$ cat config.mk
export PLATFORM = sky130hd
export DESIGN_NAME = viterbi_acs_scheduler
export DESIGN_NICKNAME = d
export VERILOG_FILES = /design/src/rtl/viterbi_acs_scheduler.sv
export SDC_FILE = /design/constraint.sdc
export NUM_CORES = 1
export LEC_CHECK = 0
export ABC_CLOCK_PERIOD_IN_PS = 6300
export CORE_ASPECT_RATIO = 1.25
export CORE_MARGIN = 2
export CORE_UTILIZATION = 58
export CTS_BUF_LIST = sky130_fd_sc_hd__clkbuf_4
export CTS_CLUSTER_DIAMETER = 40
export CTS_CLUSTER_SIZE = 12
export DETAILED_ROUTE_END_ITERATION = 6
export HOLD_SLACK_MARGIN = 0.03
export PLACE_DENSITY = 0.81
export SLEW_MARGIN = 20
export SYNTH_ARGS = -nofsm -noshare
export SYNTH_HDL_FRONTEND = slang
export SYNTH_SLANG_ARGS = --single-unit
export TNS_END_PERCENT = 100
$ cat constraint.sdc
create_clock -name clock -period 6.3 [get_ports clock]
set_input_delay 0.63 -clock clock [delete_from_list [all_inputs] [get_ports clock]]
set_output_delay 0.63 -clock clock [all_outputs]
set_load 0.01 [all_outputs]
$ cat src/rtl/viterbi_acs_scheduler.sv
// Viterbi K=3 rate-1/2 (7/5) ACS scheduler: feeds the four new states
// of each symbol through one shared ACS unit and keeps the metric bank.
// Ports: clock, reset (async, active-high); sym_valid/sym_in/sym_ready;
// acs_pm_ina/inb, HD_ina/inb, aen to the ACS; acs_pm_survivor/acs_label
// back; dec_valid/dec_ready/dec_bits/dec_best decision word; busy.
// Macro DEC_FIFO_EN: 4-entry decision FIFO with dec_ready backpressure.
module viterbi_acs_scheduler #(
  parameter logic [3:0] PM_INIT = 4'd4
) (
  input  logic       clock,
  input  logic       reset,
  input  logic       sym_valid,
  input  logic [1:0] sym_in,
  output logic       sym_ready,
  output logic [3:0] acs_pm_ina,
  output logic [3:0] acs_pm_inb,
  output logic [1:0] HD_ina,
  output logic [1:0] HD_inb,
  output logic       aen,
  input  logic [3:0] acs_pm_survivor,
  input  logic       acs_label,
  output logic       dec_valid,
  input  logic       dec_ready,
  output logic [3:0] dec_bits,
  output logic [1:0] dec_best,
  output logic       busy
);

  typedef enum logic [2:0] {
    IDLE, ISSUE0, ISSUE1, ISSUE2, ISSUE3, DRAIN
  } state_t;

  state_t     state;
  logic [1:0] sym_q;
  logic [3:0] bank [4];
  logic [3:0] npm [3];
  logic [2:0] lab;

  logic       accept;
  logic       issue_go;
  logic [1:0] issue_idx;
  logic [1:0] issue_sym;
  logic [3:0] fin [4];
  logic [3:0] fmin;
  logic [1:0] fbest;
  logic [3:0] commit_bits;

  // Branch distance into new state n from pred {n0,b}; u = n1.
  function automatic logic [1:0] branch_hd(
    input logic [1:0] sym,
    input logic [1:0] n,
    input logic       b
  );
    logic [1:0] d;
    d = sym ^ {n[1] ^ n[0] ^ b, n[1] ^ b};
    return {1'b0, d[1]} + {1'b0, d[0]};
  endfunction

`ifdef DEC_FIFO_EN
  logic [5:0] fifo [4];
  logic [1:0] wr_ptr;
  logic [1:0] rd_ptr;
  logic [2:0] count;
  logic       push;
  logic       pop;

  assign sym_ready = (state == IDLE) && (count != 3'd4);
`else
  logic dec_ready_unused;

  assign dec_ready_unused = dec_ready;
  assign sym_ready = (state == IDLE);
`endif

  assign accept = sym_valid && sym_ready;

  // Which new state the next cycle presents to the ACS.
  always_comb begin
    issue_go  = 1'b0;
    issue_idx = 2'd0;
    issue_sym = sym_q;
    unique case (state)
      IDLE: begin
        issue_go  = accept;
        issue_sym = sym_in;
      end
      ISSUE0: begin
        issue_go  = 1'b1;
        issue_idx = 2'd1;
      end
      ISSUE1: begin
        issue_go  = 1'b1;
        issue_idx = 2'd2;
      end
      ISSUE2: begin
        issue_go  = 1'b1;
        issue_idx = 2'd3;
      end
      default: ;
    endcase
  end

  // State 3's survivor arrives during DRAIN and is used directly.
  always_comb begin
    fin[0] = npm[0];
    fin[1] = npm[1];
    fin[2] = npm[2];
    fin[3] = acs_pm_survivor;
    fmin   = fin[0];
    fbest  = 2'd0;
    for (int i = 1; i < 4; i++) begin
      if (fin[i] < fmin) begin
        fmin  = fin[i];
        fbest = 2'(i);
      end
    end
    commit_bits = {acs_label, lab};
  end

  always_ff @(posedge clock or posedge reset) begin
    if (reset) begin
      state      <= IDLE;
      sym_q      <= 2'd0;
      bank[0]    <= 4'd0;
      bank[1]    <= PM_INIT;
      bank[2]    <= PM_INIT;
      bank[3]    <= PM_INIT;
      npm[0]     <= 4'd0;
      npm[1]     <= 4'd0;
      npm[2]     <= 4'd0;
      lab        <= 3'd0;
      acs_pm_ina <= 4'd0;
      acs_pm_inb <= 4'd0;
      HD_ina     <= 2'd0;
      HD_inb     <= 2'd0;
      aen        <= 1'b0;
      busy       <= 1'b0;
    end else begin
      if (issue_go) begin
        acs_pm_ina <= bank[{issue_idx[0], 1'b0}];
        acs_pm_inb <= bank[{issue_idx[0], 1'b1}];
        HD_ina     <= branch_hd(issue_sym, issue_idx, 1'b0);
        HD_inb     <= branch_hd(issue_sym, issue_idx, 1'b1);
        aen        <= 1'b1;
      end else begin
        acs_pm_ina <= 4'd0;
        acs_pm_inb <= 4'd0;
        HD_ina     <= 2'd0;
        HD_inb     <= 2'd0;
        aen        <= (state == ISSUE3);
      end
      unique case (state)
        IDLE: begin
          if (accept) begin
            sym_q <= sym_in;
            state <= ISSUE0;
            busy  <= 1'b1;
          end
        end
        ISSUE0: state <= ISSUE1;
        ISSUE1: begin
          npm[0] <= acs_pm_survivor;
          lab[0] <= acs_label;
          state  <= ISSUE2;
        end
        ISSUE2: begin
          npm[1] <= acs_pm_survivor;
          lab[1] <= acs_label;
          state  <= ISSUE3;
        end
        ISSUE3: begin
          npm[2] <= acs_pm_survivor;
          lab[2] <= acs_label;
          state  <= DRAIN;
        end
        DRAIN: begin
          for (int i = 0; i < 4; i++) begin
            bank[i] <= fin[i] - fmin;
          end
          state <= IDLE;
          busy  <= 1'b0;
        end
        default: state <= IDLE;
      endcase
    end
  end

`ifdef DEC_FIFO_EN
  assign push      = (state == DRAIN);
  assign pop       = dec_valid && dec_ready;
  assign dec_valid = (count != 3'd0);
  assign dec_bits  = fifo[rd_ptr][5:2];
  assign dec_best  = fifo[rd_ptr][1:0];

  always_ff @(posedge clock or posedge reset) begin
    if (reset) begin
      for (int i = 0; i < 4; i++) begin
        fifo[i] <= 6'd0;
      end
      wr_ptr <= 2'd0;
      rd_ptr <= 2'd0;
      count  <= 3'd0;
    end else begin
      if (push) begin
        fifo[wr_ptr] <= {commit_bits, fbest};
        wr_ptr       <= wr_ptr + 2'd1;
      end
      if (pop) begin
        rd_ptr <= rd_ptr + 2'd1;
      end
      case ({push, pop})
        2'b10:   count <= count + 3'd1;
        2'b01:   count <= count - 3'd1;
        default: ;
      endcase
    end
  end
`else
  always_ff @(posedge clock or posedge reset) begin
    if (reset) begin
      dec_valid <= 1'b0;
      dec_bits  <= 4'd0;
      dec_best  <= 2'd0;
    end else begin
      dec_valid <= (state == DRAIN);
      if (state == DRAIN) begin
        dec_bits <= commit_bits;
        dec_best <= fbest;
      end
    end
  end
`endif

endmodule

==> out/metrics.cfg <==
[timing]
setup_viol = 0
finalCriticalPeriod_ps = 5160
rsz0062_at_grt = false
clock_skew_ps = 14.8
finalMaxSlewViolations = 0
tightestPinTransition_ps = 690
holdWs_ps = 476
tns_ps = 0
max_freq_mhz = 194
max_slew_margin_pct = 54.0
hold_viol = 0
timing.final.crit_share_pct = 81.9

[drt]
drc_errors = 0
first_pass_iters = 4
first_iter_violations = 171
viasPerCell = 5.59
wl_um = 6180
dr_total_vias = 2346
wire_per_inst_um = 14.7
ant_nets = 0

[synthesis]
synthesis.area_mm2 = 0.00316
synth_largest_area_cell = dfrtp_1
syn_nets = 358
synth_area_leaders = dfrtp_1 43%, ha_1 11%, nand2_1 7.6%
yosys_warnings = 0
synth_seq_cells = 57
synth_async_sr_flop_share_pct = 100
synth_top_area_share_pct = 42.8
synth_area_per_cell_um2 = 10.0
yosysSeqAreaShare_pct = 45.2
syn_inst = 316
ys.flop_type = dfrtp_1
yosysUniqueCellTypes = 49
synth_enable_flop_cells = 0

[finish]
nets = 393
area_growth_pct = 16.7
antenna_cells = 0
drive_gt1_share_pct = 10.7

[clock_network]
ctsHoldBuffers = 0
cts_setup_buffers = 0
cts_tree = yes
root_buffer = clkbuf_4
path_clk_slew_ps = 90
cts_resized = 0
cts_buffers = 9
clock_path_buffers = 2
clock_sinks = 57
htree_levels = 3
clock_latency_ps = 410

[floorplan]
die_y_um = 86.5
start_util_pct = 59.3
core_area_mm2 = 0.00533
io_pins = 33
row_count = 30
dieArea_mm2 = 0.00606
die_width_um = 70.0

[worst_setup_path]
worst-setup-path-type = reg2reg
slowest_delay_ps = 490
reg2regPathDepth = 22
r2r_slack_ps = 1140
cpMostUsedCell = ha_1
timing.rr.end = bank[7]$_DFFE_PP0P_
crit_arrival_ps = 5440
slowest_stage = dfrtp_1
path_cells = ha_1 > inv_1 > o21a_1 > nor3_1 > a21oi_1 > ha_1 > or2_4 > a311o_1 > a21oi_1 > or2_1 > ha_1 > o21a_1 > nor2_1 > o21bai_1 > and2_4 > mux2i_1 > ha_1 > inv_1 > a21o_1 > a21oi_1 > xnor2_1 > o21ai_1
crit_path_start_kind = register
cp.required_ps = 6580
r2r-start = fin[9]$_DFFE_PP0P_
worstSetupEndpointType = register
startpoint = fin[9]$_DFFE_PP0P_
crit_fanout = 6

[placed_design]
gp_congestion = 0.869
io_buffers = 31
hpwlAfterDp_um = 4680

[hold_path]
worstHoldPathCells = 2
hp-class = reg2reg
min_to = bank[6]$_DFFE_PP1P_
hold_start = bank[6]$_DFFE_PP1P_

[run]
max-cap-violations = 0

[global_routing]
grtUsageTotal_pct = 22.8
antenna_found_initial = 0
grt_pass1_wl_um = 10600
grt_pass1_vias = 2304
grt_max_degree = 58
overflow = 0

[status]
status = finished, final reports clean

-- worst max-delay path by stage --
stage | endpoint | slack, ps | cells after the start
floorplan | bank[1]$_DFFE_PP0P_ | 1680 | 18
global placement | bank[7]$_DFFE_PP0P_ | 1260 | 22
detailed placement | bank[3]$_DFFE_PP0P_ | 1150 | 22
CTS | bank[3]$_DFFE_PP0P_ | 1140 | 22
global route | bank[7]$_DFFE_PP0P_ | 740 | 24
finish | bank[7]$_DFFE_PP0P_ | 1140 | 22
-- metrics by stage --
step | util (%) | worst slack [ps] | cell area, µm² | std cells
CTS | 69.2 | 1140 | 3690 | 420
detailed placement | 66.2 | 1150 | 3530 | 404
global placement | 66.2 | 1260 | 3530 | 404
floorplan | - | 1680 | 3160 | 316
global route | 69.2 | 742 | 3690 | 420
finish | 69.2 | 1140 | 3690 | 420
-- kinds of logic (layout without fill, tap and decap cells) --
kind of cell	Yosys count	count (layout)	synth area share, %
AND/OR/NAND/NOR	100	100	14.6
AO/OA/AOI/OAI	72	72	15.5
flip-flops	57	57	45.2
buffers and inverters	32	72	4.00
adder cells (fa/ha/maj)	31	31	13.2
XOR/XNOR	13	13	3.60
multiplexers	11	11	3.84
-- registers in the layout, summed over array words and instances, names as in the netlist, 3 cells and up --
| signal | count |
|---|---|
| acs_pm_ina | 4 |
| fin | 12 |
| dec_bits | 4 |
| acs_pm_inb | 4 |
| bank | 16 |
| lab | 3 |
| state | 3 |
-- critical path: cells and delay by family (launching register included) --
kind | cells | cell delay, ps
AOI/OAI and AO/OA | 9 | 1790
adders and majority gates | 4 | 1070
and+or+nand+nor | 5 | 1010
DFF | 1 | 490
muxes | 1 | 430
xor gates and xnor gates | 1 | 150
buffers and inverters | 2 | 100
-- cell usage in the layout, fill, tap and decap left out, types with 3 or more instances in the layout --
cell / instances
a21o_1: 6
a21oi_1: 18
and2_1: 5
buf_4: 3
clkbuf_4: 10
clkdlybuf4s50_1: 31
clkinv_2: 3
dfrtp_1: 54
dfstp_2: 3
fa_1: 4
ha_1: 27
inv_1: 20
mux2_1: 6
mux2_2: 3
nand2_1: 64
nor2_1: 9
nor2b_1: 4
nor3_1: 4
o21a_1: 3
o21ai_0: 5
o21ai_1: 22
or2_1: 3
xnor2_1: 6
xor2_1: 7
-- cell type report --
class	count	area, µm²
inverters	22	82.6
multi-input cells	227	1600
clock inverters	6	82.6
flip-flops and latches	57	1430
repair buffers	34	333
fillers	441	1640
well taps	64	80.1
clock buffers	10	75.1
-- Yosys cell counts (all sizes together), types with 3 or more instances --
cell	instances
xor2	7
mux2	9
o21a	3
nor3	5
fa	4
a21o	6
ha	27
inv	22
dfrtp	54
and2	6
or2	4
o21ai	28
a31oi	3
buf	5
a21oi	18
nor2b	4
dfstp	3
nor2	9
clkbuf	5
nand2	64
xnor2	6
-- per-layer routing --
layer  vias to the layer above  global-route usage (%)  part of all wire (%)
met4                         0                    11.7                   3.2
met3                        17                    4.53                   3.1
met1                      1127                    26.6                    41
met5                         -                       0                     0
met2                        55                    39.7                    53
li1                       1147                       -                     -
Power is left out: the tool's default activity adds up to more than one toggle a clock period on the data nets, which glitch-free logic cannot reach.
